### config.mk
export PLATFORM = sky130hd
export DESIGN_NAME = i2s_frame_ctrl
export DESIGN_NICKNAME = d
export VERILOG_FILES = /design/src/rtl/i2s_pkg.sv /design/src/rtl/i2s_lrclk_gen.sv /design/src/rtl/i2s_frame_ctrl.sv
export SDC_FILE = /design/constraint.sdc
export NUM_CORES = 1
export LEC_CHECK = 0
export BUFFER_PORTS_ARGS = -buffer_cell sky130_fd_sc_hd__buf_2
export CORE_UTILIZATION = 40
export CTS_BUF_LIST = sky130_fd_sc_hd__clkbuf_4
export DETAILED_ROUTE_END_ITERATION = 6
export PLACE_DENSITY = 0.74
export SLEW_MARGIN = 20
export SYNTH_ARGS = -nofsm -noshare
export SYNTH_HDL_FRONTEND = slang
export SYNTH_SLANG_ARGS = --single-unit
### constraint.sdc
create_clock -name sclk -period 2 [get_ports sclk]
set_input_delay 0.2 -clock sclk [delete_from_list [all_inputs] [get_ports sclk]]
set_output_delay 0.2 -clock sclk [all_outputs]
set_load 0.05 [all_outputs]
### src/rtl/i2s_pkg.sv
// rtl/i2s_pkg.sv - shared types for the I2S receive-path frame controller
package i2s_pkg;

   localparam int SAMPLE_W = 24;

   typedef logic [SAMPLE_W-1:0] sample_t;

   typedef struct packed {
      sample_t left;
      sample_t right;
   } stereo_t;

   typedef enum logic {
      WAIT_L = 1'b0,
      WAIT_R = 1'b1
   } frame_state_t;

endpackage

### src/rtl/i2s_lrclk_gen.sv
// rtl/i2s_lrclk_gen.sv - word-select generator, toggles lrclk every HALF_FRAME sclk cycles
module i2s_lrclk_gen #(
   parameter int HALF_FRAME = 32
) (
   input  logic sclk,
   input  logic rst,
   input  logic en,
   output logic lrclk
);

   localparam logic [7:0] DIV_LAST = 8'(HALF_FRAME - 1);

   logic [7:0] div;

   // Disabling parks the divider at 0 so a re-enable gives a full half period.
   always_ff @(posedge sclk) begin
      if (rst) begin
         div   <= 8'd0;
         lrclk <= 1'b0;
      end else if (!en) begin
         div   <= 8'd0;
      end else if (div == DIV_LAST) begin
         div   <= 8'd0;
         lrclk <= ~lrclk;
      end else begin
         div   <= div + 8'd1;
      end
   end

endmodule

### src/rtl/i2s_frame_ctrl.sv
// rtl/i2s_frame_ctrl.sv - tags receiver samples L/R, pairs them into stereo frames, valid/ready output
// Optional frame/overflow counters when I2S_FRAME_CTRL_STATS_EN is defined.
module i2s_frame_ctrl #(
   parameter int HALF_FRAME = 32,
   parameter int SAMPLE_W   = 24
) (
   input  logic                sclk,
   input  logic                rst,
   input  logic                en,
   output logic                lrclk,
   input  logic [SAMPLE_W-1:0] rx_data,
   input  logic                rx_dvalid,
   output logic [SAMPLE_W-1:0] out_left,
   output logic [SAMPLE_W-1:0] out_right,
   output logic                out_valid,
   input  logic                out_ready,
   output logic                overflow,
`ifdef I2S_FRAME_CTRL_STATS_EN
   output logic [15:0]         frame_cnt,
   output logic [7:0]          ovf_cnt,
`endif
   output logic                order_err
);

   import i2s_pkg::*;

   frame_state_t        state;
   frame_state_t        state_nxt;
   logic                dv_q;
   logic                rise;
   logic                load_left;
   logic                complete;
   logic                order_err_nxt;
   logic                take;
   logic                load_slot;
   logic                drop;
   logic [SAMPLE_W-1:0] hold_left;

   i2s_lrclk_gen #(
      .HALF_FRAME (HALF_FRAME)
   ) u_lrclk_gen (
      .sclk  (sclk),
      .rst   (rst),
      .en    (en),
      .lrclk (lrclk)
   );

   assign rise = rx_dvalid & ~dv_q;

   always_ff @(posedge sclk) begin
      if (rst) begin
         state <= WAIT_L;
         dv_q  <= 1'b0;
      end else begin
         state <= state_nxt;
         dv_q  <= rx_dvalid;
      end
   end

   // The channel tag is the lrclk level at the dvalid rising edge.
   always_comb begin
      state_nxt     = state;
      load_left     = 1'b0;
      complete      = 1'b0;
      order_err_nxt = 1'b0;
      if (rise) begin
         case (state)
            WAIT_L: begin
               if (!lrclk) begin
                  load_left = 1'b1;
                  state_nxt = WAIT_R;
               end else begin
                  order_err_nxt = 1'b1;
               end
            end
            WAIT_R: begin
               if (lrclk) begin
                  complete  = 1'b1;
                  state_nxt = WAIT_L;
               end else begin
                  order_err_nxt = 1'b1;
                  load_left     = 1'b1;
               end
            end
            default: state_nxt = WAIT_L;
         endcase
      end
   end

   assign take      = out_valid & out_ready;
   assign load_slot = complete & (~out_valid | take);
   assign drop      = complete & ~load_slot;

   always_ff @(posedge sclk) begin
      if (rst) begin
         hold_left <= '0;
         out_left  <= '0;
         out_right <= '0;
         out_valid <= 1'b0;
         overflow  <= 1'b0;
         order_err <= 1'b0;
      end else begin
         overflow  <= drop;
         order_err <= order_err_nxt;
         if (load_left) begin
            hold_left <= rx_data;
         end
         if (load_slot) begin
            out_left  <= hold_left;
            out_right <= rx_data;
            out_valid <= 1'b1;
         end else if (take) begin
            out_valid <= 1'b0;
         end
      end
   end

`ifdef I2S_FRAME_CTRL_STATS_EN
   always_ff @(posedge sclk) begin
      if (rst) begin
         frame_cnt <= 16'd0;
         ovf_cnt   <= 8'd0;
      end else begin
         if (load_slot) begin
            frame_cnt <= frame_cnt + 16'd1;
         end
         if (drop && ovf_cnt != 8'hFF) begin
            ovf_cnt <= ovf_cnt + 8'd1;
         end
      end
   end
`endif

endmodule

Word-level counts from Yosys, hierarchy flattened
Cells that the tools add are included.
{"block": "op_classes", "multipliers": 0, "n_shift": 0, "order_cmp": 0, "n_mux": 8, "bitwise_logic": 12, "n_eq_ne": 1, "reduce_logical": 4, "div": 0, "add_sub_neg": 1}
{"operator": "$add 8x1->8 const B", "n": 1}
{"operator": "$eq 8x5->1 const B", "n": 1}
{"operator": "$mux 1", "n": 7}
{"operator": "$not 1->1", "n": 7}
{"operator": "$and 1x1->1", "n": 4}
{"operator": "$reduce_or 3->1", "n": 1}
{"operator": "$pmux 1 s2", "n": 1}
{"operator": "$reduce_and 2->1", "n": 1}
{"operator": "$reduce_bool 2->1", "n": 1}
{"operator": "$reduce_or 2->1", "n": 1}
{"operator": "$or 1x1->1", "n": 1}
{"block": "totals", "out_inout_bits": 52, "input_bits": 29, "romBits": 0, "word_cells": 36, "ff_bits": 86, "ram_bits": 0, "latchBits": 0, "mem_count": 0}

Longest topological paths before layout
{"block": "depth", "depth_word": 6, "ltp_mapped": 7, "mapped_depth_nobuf": 4}

Hierarchy
From an unflattened synthesis, not the netlist that was laid out.
{"block": "unflattened", "cells_unflattened": 345, "hier_area_um2": 3647.2}
{"module": "i2s_frame_ctrl", "cells_per_inst": 304, "n_inst": 1, "seq_area_each_um2": 1541.5, "area_each_um2": 3259.4}
{"module": "i2s_lrclk_gen", "cells_per_inst": 41, "n_inst": 1, "seq_area_each_um2": 180.2, "area_each_um2": 387.9}

Least setup slack after synthesis
Ideal clock, no wire load.
{"block": "synth_timing", "path_kind": "reg-to-reg", "startpoint": "register u_lrclk_gen.lrclk", "endpoint": "register out_left[21]", "synth_period_minus_slack_ps": 1855, "stages_incl_launch_ff": 8, "setup_slack_ps": 145, "setup_time_ps": 72, "n_path_buf": 3, "arrival_ps": 1784, "required_time_ps": 1928, "path_cell_list": "dfxtp_1 > ha_1 > nand3b_1 > nor2b_1 > clkbuf_1 > buf_4 > buf_4 > mux2i_1"}
{"block": "synth_between", "elab_chain_len": 4}
{"item": "start: declaration", "line_no": "i2s_lrclk_gen.sv:8", "text": "output logic lrclk"}
{"item": "start signal: assignment", "line_no": "i2s_lrclk_gen.sv:24", "text": "lrclk <= ~lrclk;"}
{"item": "$mux 1", "line_no": "i2s_frame_ctrl.sv:77", "text": "if (lrclk) begin"}
{"item": "$mux 1", "line_no": "i2s_frame_ctrl.sv:67", "text": "case (state)"}
{"item": "$mux 1", "line_no": "i2s_frame_ctrl.sv:66", "text": "if (rise) begin"}
{"item": "$and 1x1->1", "line_no": "i2s_frame_ctrl.sv:91", "text": "assign load_slot = complete & (~out_valid | take);"}
{"item": "end signal: assignment", "line_no": "i2s_frame_ctrl.sv:109", "text": "out_left <= hold_left;"}
{"item": "end: declaration", "line_no": "i2s_frame_ctrl.sv:13", "text": "output logic [SAMPLE_W-1:0] out_left,"}
Every way passes these cells.
A chain may end at the register's enable or synchronous reset.

Worst setup path after layout
{"block": "layout_timing", "startpoint": "register u_lrclk_gen.lrclk", "endpoint": "register out_right[11]"}
{"block": "layout_between", "elab_chain_len": 4}
{"item": "$mux 1", "line_no": "i2s_frame_ctrl.sv:77"}
{"item": "$mux 1", "line_no": "i2s_frame_ctrl.sv:67"}
{"item": "$mux 1", "line_no": "i2s_frame_ctrl.sv:66"}
{"item": "$and 1x1->1", "line_no": "i2s_frame_ctrl.sv:91"}
{"item": "end signal: assignment", "line_no": "i2s_frame_ctrl.sv:110", "text": "out_right <= rx_data;"}
{"item": "end: declaration", "line_no": "i2s_frame_ctrl.sv:14", "text": "output logic [SAMPLE_W-1:0] out_right,"}
Every way passes these cells.

==> metrics <==
status finished, final reports clean; count of buffers inserted at the top-level ports 80; Yosys warning count 0; first-pass GRT wire length 10.4 mm; Std-Cell Rows 33; I/O Pins 81; headroom to the max-slew limit 0.549; area enclosed by the die boundary 9160 um^2; post-route fraction of the period consumed by the critical path 0.801; root buf cell sky130_fd_sc_hd__clkbuf_4; worst hold path type in -> reg; post-DR vias/cell ~4.7; final weighted congestion of routability-driven global placement 0.688; core area around 8300 um^2; TritonCTS clock tree built; number of flops mapped to enable cells by yosys 0; proportion of synthesized chip area in sequential cells 0.490; number of nets at the end of the flow 459; worst flop-to-flop path endpoint out_right[11]; Max Cap Viol 0; number of antenna violations at the first check in global routing 0; reg-to-reg critical path startpoint u_lrclk_gen.lrclk; total wire length 6.46 mm; per-instance average area after synthesis between 10 and 15 um^2; Post-synth top flop sky130_fd_sc_hd__dfxtp_1; pin count of the biggest net entering global routing 74; All-Layer GR Usage 0.149; most common cell in the synthesized netlist sky130_fd_sc_hd__nand2b_1; share of layout cells above drive strength 1 0.236; arrival time reported for the critical path endpoint 1960 ps; floorplan die height 95.7 um; CP Data Required Time 2360 ps; reg2reg setup slack 400 ps; Pwr Total between 0.002 and 0.003 W; flop and latch count out of synthesis 86; synthesis-to-finish area growth 20.8%; element type at the critical path end flop; share of flip-flops with an asynchronous set or reset after synthesis 0; antenna cell count 0; Setup Viol. Count Final 0; worst hold path stage count 3; number of gates given a new drive strength after cts 0; transition time at the pin with the least slew margin 668 ps; Crit Path Max Fanout 48; clock slew at reported path FFs 150 ps; post-synth design cell area between 3000 and 4000 um^2; Residual DRC 0; Setup CP Type reg -> reg; total vias in the final route 2509; critical path launch point type flop; number of detailed-routing iterations run before antenna repair 4; number of nets in the synthesized netlist 376; post-CTS setup-driven buffer insertion count 0; deepest clock path buffer count 2; count of routing violations after the opening detailed-route iteration between 50 and 60; cell accounting for the most synthesized area sky130_fd_sc_hd__dfxtp_1; Slew Viols, Final 0; Worst Reg-to-Reg Cells 5; final setup skew 15.0 ps; final hold violation count 0; static leakage roughly 1.7 nW; unrepaired setup endpoints after global routing false; distinct cell type count after synthesis 26; hold_sp rx_data[4]; final standard cell area without fillers 4240 um^2; clock latency of the later-clocked register in the worst-skew pair 430 ps; worst-case vdd ir drop 260 uV; area share of the largest cell type after synthesis 0.490; main area contributors after synthesis sky130_fd_sc_hd__dfxtp_1 49%, sky130_fd_sc_hd__mux2i_1 21%, sky130_fd_sc_hd__nand2b_1 18%, sky130_fd_sc_hd__nor2_1 3.2%, sky130_fd_sc_hd__clkbuf_1 1.6%; shortest period the worst path allows 1600 ps; instance count of the mapped netlist ~350; Detail Placement HPWL 4.19 mm; clock sinks 86; H-Tree Level Count 3; Initial Utilization 0.421; Max Clock Freq ~620 MHz; via count of the first global-routing pass about 2400; total power density per cell area between 700 and 800 nW/um^2; detailed-route wire length per cell 12.0 um; Finished Core Util 0.508; destination of the worst hold path out_right[4]; width of the die 95.7 um; final sum of negative setup slack 0 ps; number of buffers added by the clock tree synthesis step 9; Area after DPL 3990 um^2; top cell types by occurrence after synthesis 99 x sky130_fd_sc_hd__nand2b_1, 86 x sky130_fd_sc_hd__dfxtp_1, 72 x sky130_fd_sc_hd__mux2i_1; global route total overflow 0; number of routed nets with antenna violations 0
[sequential cells by signal (all words and copies together) (netlist names)]
name / count
u_lrclk_gen.div: 8
hold_left: 24
state: 1
order_err: 1
out_right: 24
u_lrclk_gen.lrclk: 1
overflow: 1
out_valid: 1
out_left: 24
dv_q: 1
[layer usage]
metal  wire [um]  track usage  up-vias
met5           0            0        -
met4         108       0.0672        0
met3         297       0.0439        9
met2        3110        0.260       52
met1        2950        0.166     1155
li1            -            -     1293
[layout make-up]
type                    instances  area [um^2]
clock inverters                 7         73.8
fillers                       765         4100
inverters                       2         7.51
multi-input cells             234         1690
well taps                     105          131
clock buffers                   9         67.6
flip-flops and latches         86         1720
repair buffers                 95          553
[worst max-delay path: stages, from the launching register on]
cell                       delay, ps
sky130_fd_sc_hd__dfxtp_1         440
sky130_fd_sc_hd__ha_1            170
sky130_fd_sc_hd__nand3b_1        150
sky130_fd_sc_hd__nor2b_4         170
sky130_fd_sc_hd__buf_12          290
sky130_fd_sc_hd__mux2i_1         260
[per-stage QoR]
stage	hold slack, ps	setup WS (ps)	instances
after floorplan	328	145	345
after global placement	435	497	511
after detailed placement	458	402	511
after CTS	2.11	387	535
after global routing	2.50	210	538
final	26.2	398	538
[cells in the final DEF, fill, tap and decap left out]
master / instances
sky130_fd_sc_hd__nor2b_1: 2
sky130_fd_sc_hd__nor2_1: 30
sky130_fd_sc_hd__nor2b_4: 1
sky130_fd_sc_hd__o41ai_1: 1
sky130_fd_sc_hd__nor3_1: 1
sky130_fd_sc_hd__o31ai_1: 1
sky130_fd_sc_hd__clkinvlp_4: 3
sky130_fd_sc_hd__clkbuf_4: 9
sky130_fd_sc_hd__nand3b_1: 1
sky130_fd_sc_hd__or4b_1: 1
sky130_fd_sc_hd__bufinv_16: 1
sky130_fd_sc_hd__clkinv_4: 1
sky130_fd_sc_hd__mux2i_1: 72
sky130_fd_sc_hd__nor3b_2: 1
sky130_fd_sc_hd__nand2_1: 2
sky130_fd_sc_hd__buf_2: 80
sky130_fd_sc_hd__xnor2_1: 1
sky130_fd_sc_hd__nand3_1: 2
sky130_fd_sc_hd__a21oi_1: 6
sky130_fd_sc_hd__dlygate4sd3_1: 11
sky130_fd_sc_hd__buf_4: 3
sky130_fd_sc_hd__xor2_1: 2
sky130_fd_sc_hd__clkinv_1: 1
sky130_fd_sc_hd__ha_1: 2
sky130_fd_sc_hd__inv_6: 1
sky130_fd_sc_hd__nor3b_1: 1
sky130_fd_sc_hd__or3_1: 2
sky130_fd_sc_hd__o21ai_0: 3
sky130_fd_sc_hd__or3_2: 1
sky130_fd_sc_hd__or4_1: 1
sky130_fd_sc_hd__nand2b_1: 99
sky130_fd_sc_hd__inv_1: 2
sky130_fd_sc_hd__dfxtp_1: 86
sky130_fd_sc_hd__buf_12: 1
sky130_fd_sc_hd__nand4_1: 1
[power breakdown]
part	switching (W)	internal [W]
registers	0.0000167	0.00175
clock network	0.000608	0.000383
logic	0.0000992	0.000116
total	0.000724	0.00225
[timing repair]
item                       4_1_cts  5_1_grt
setup endpoints to repair        0        0
hold endpoints to repair        12        3
hold buffers                     8        3
[cell families (layout without fill, tap and decap cells)]
kind of cell,Yosys count,in the layout,share of synthesized area
AO/OA/AOI/OAI,11,11,0.0175
XOR/XNOR,3,3,0.00749
adder cells (fa/ha/maj),2,2,0.00713
buffers and inverters,25,113,0.0331
flip-flops,86,86,0.490
multiplexers,72,72,0.205
AND/OR/NAND/NOR,146,146,0.239
[how the worst max path moves through the flow]
stage,start,to,depth (start not counted)
6_report,u_lrclk_gen.lrclk,out_right[11],5
5_1_grt,u_lrclk_gen.div[0],u_lrclk_gen.div[1],4
4_1_cts,u_lrclk_gen.lrclk,out_right[11],5
3_5_place_dp,u_lrclk_gen.div[0],u_lrclk_gen.div[3],4
3_3_place_gp,u_lrclk_gen.lrclk,out_left[4],5
2_1_floorplan,u_lrclk_gen.lrclk,out_left[21],7
No activity file was read; power rests on OpenSTA's default activity.
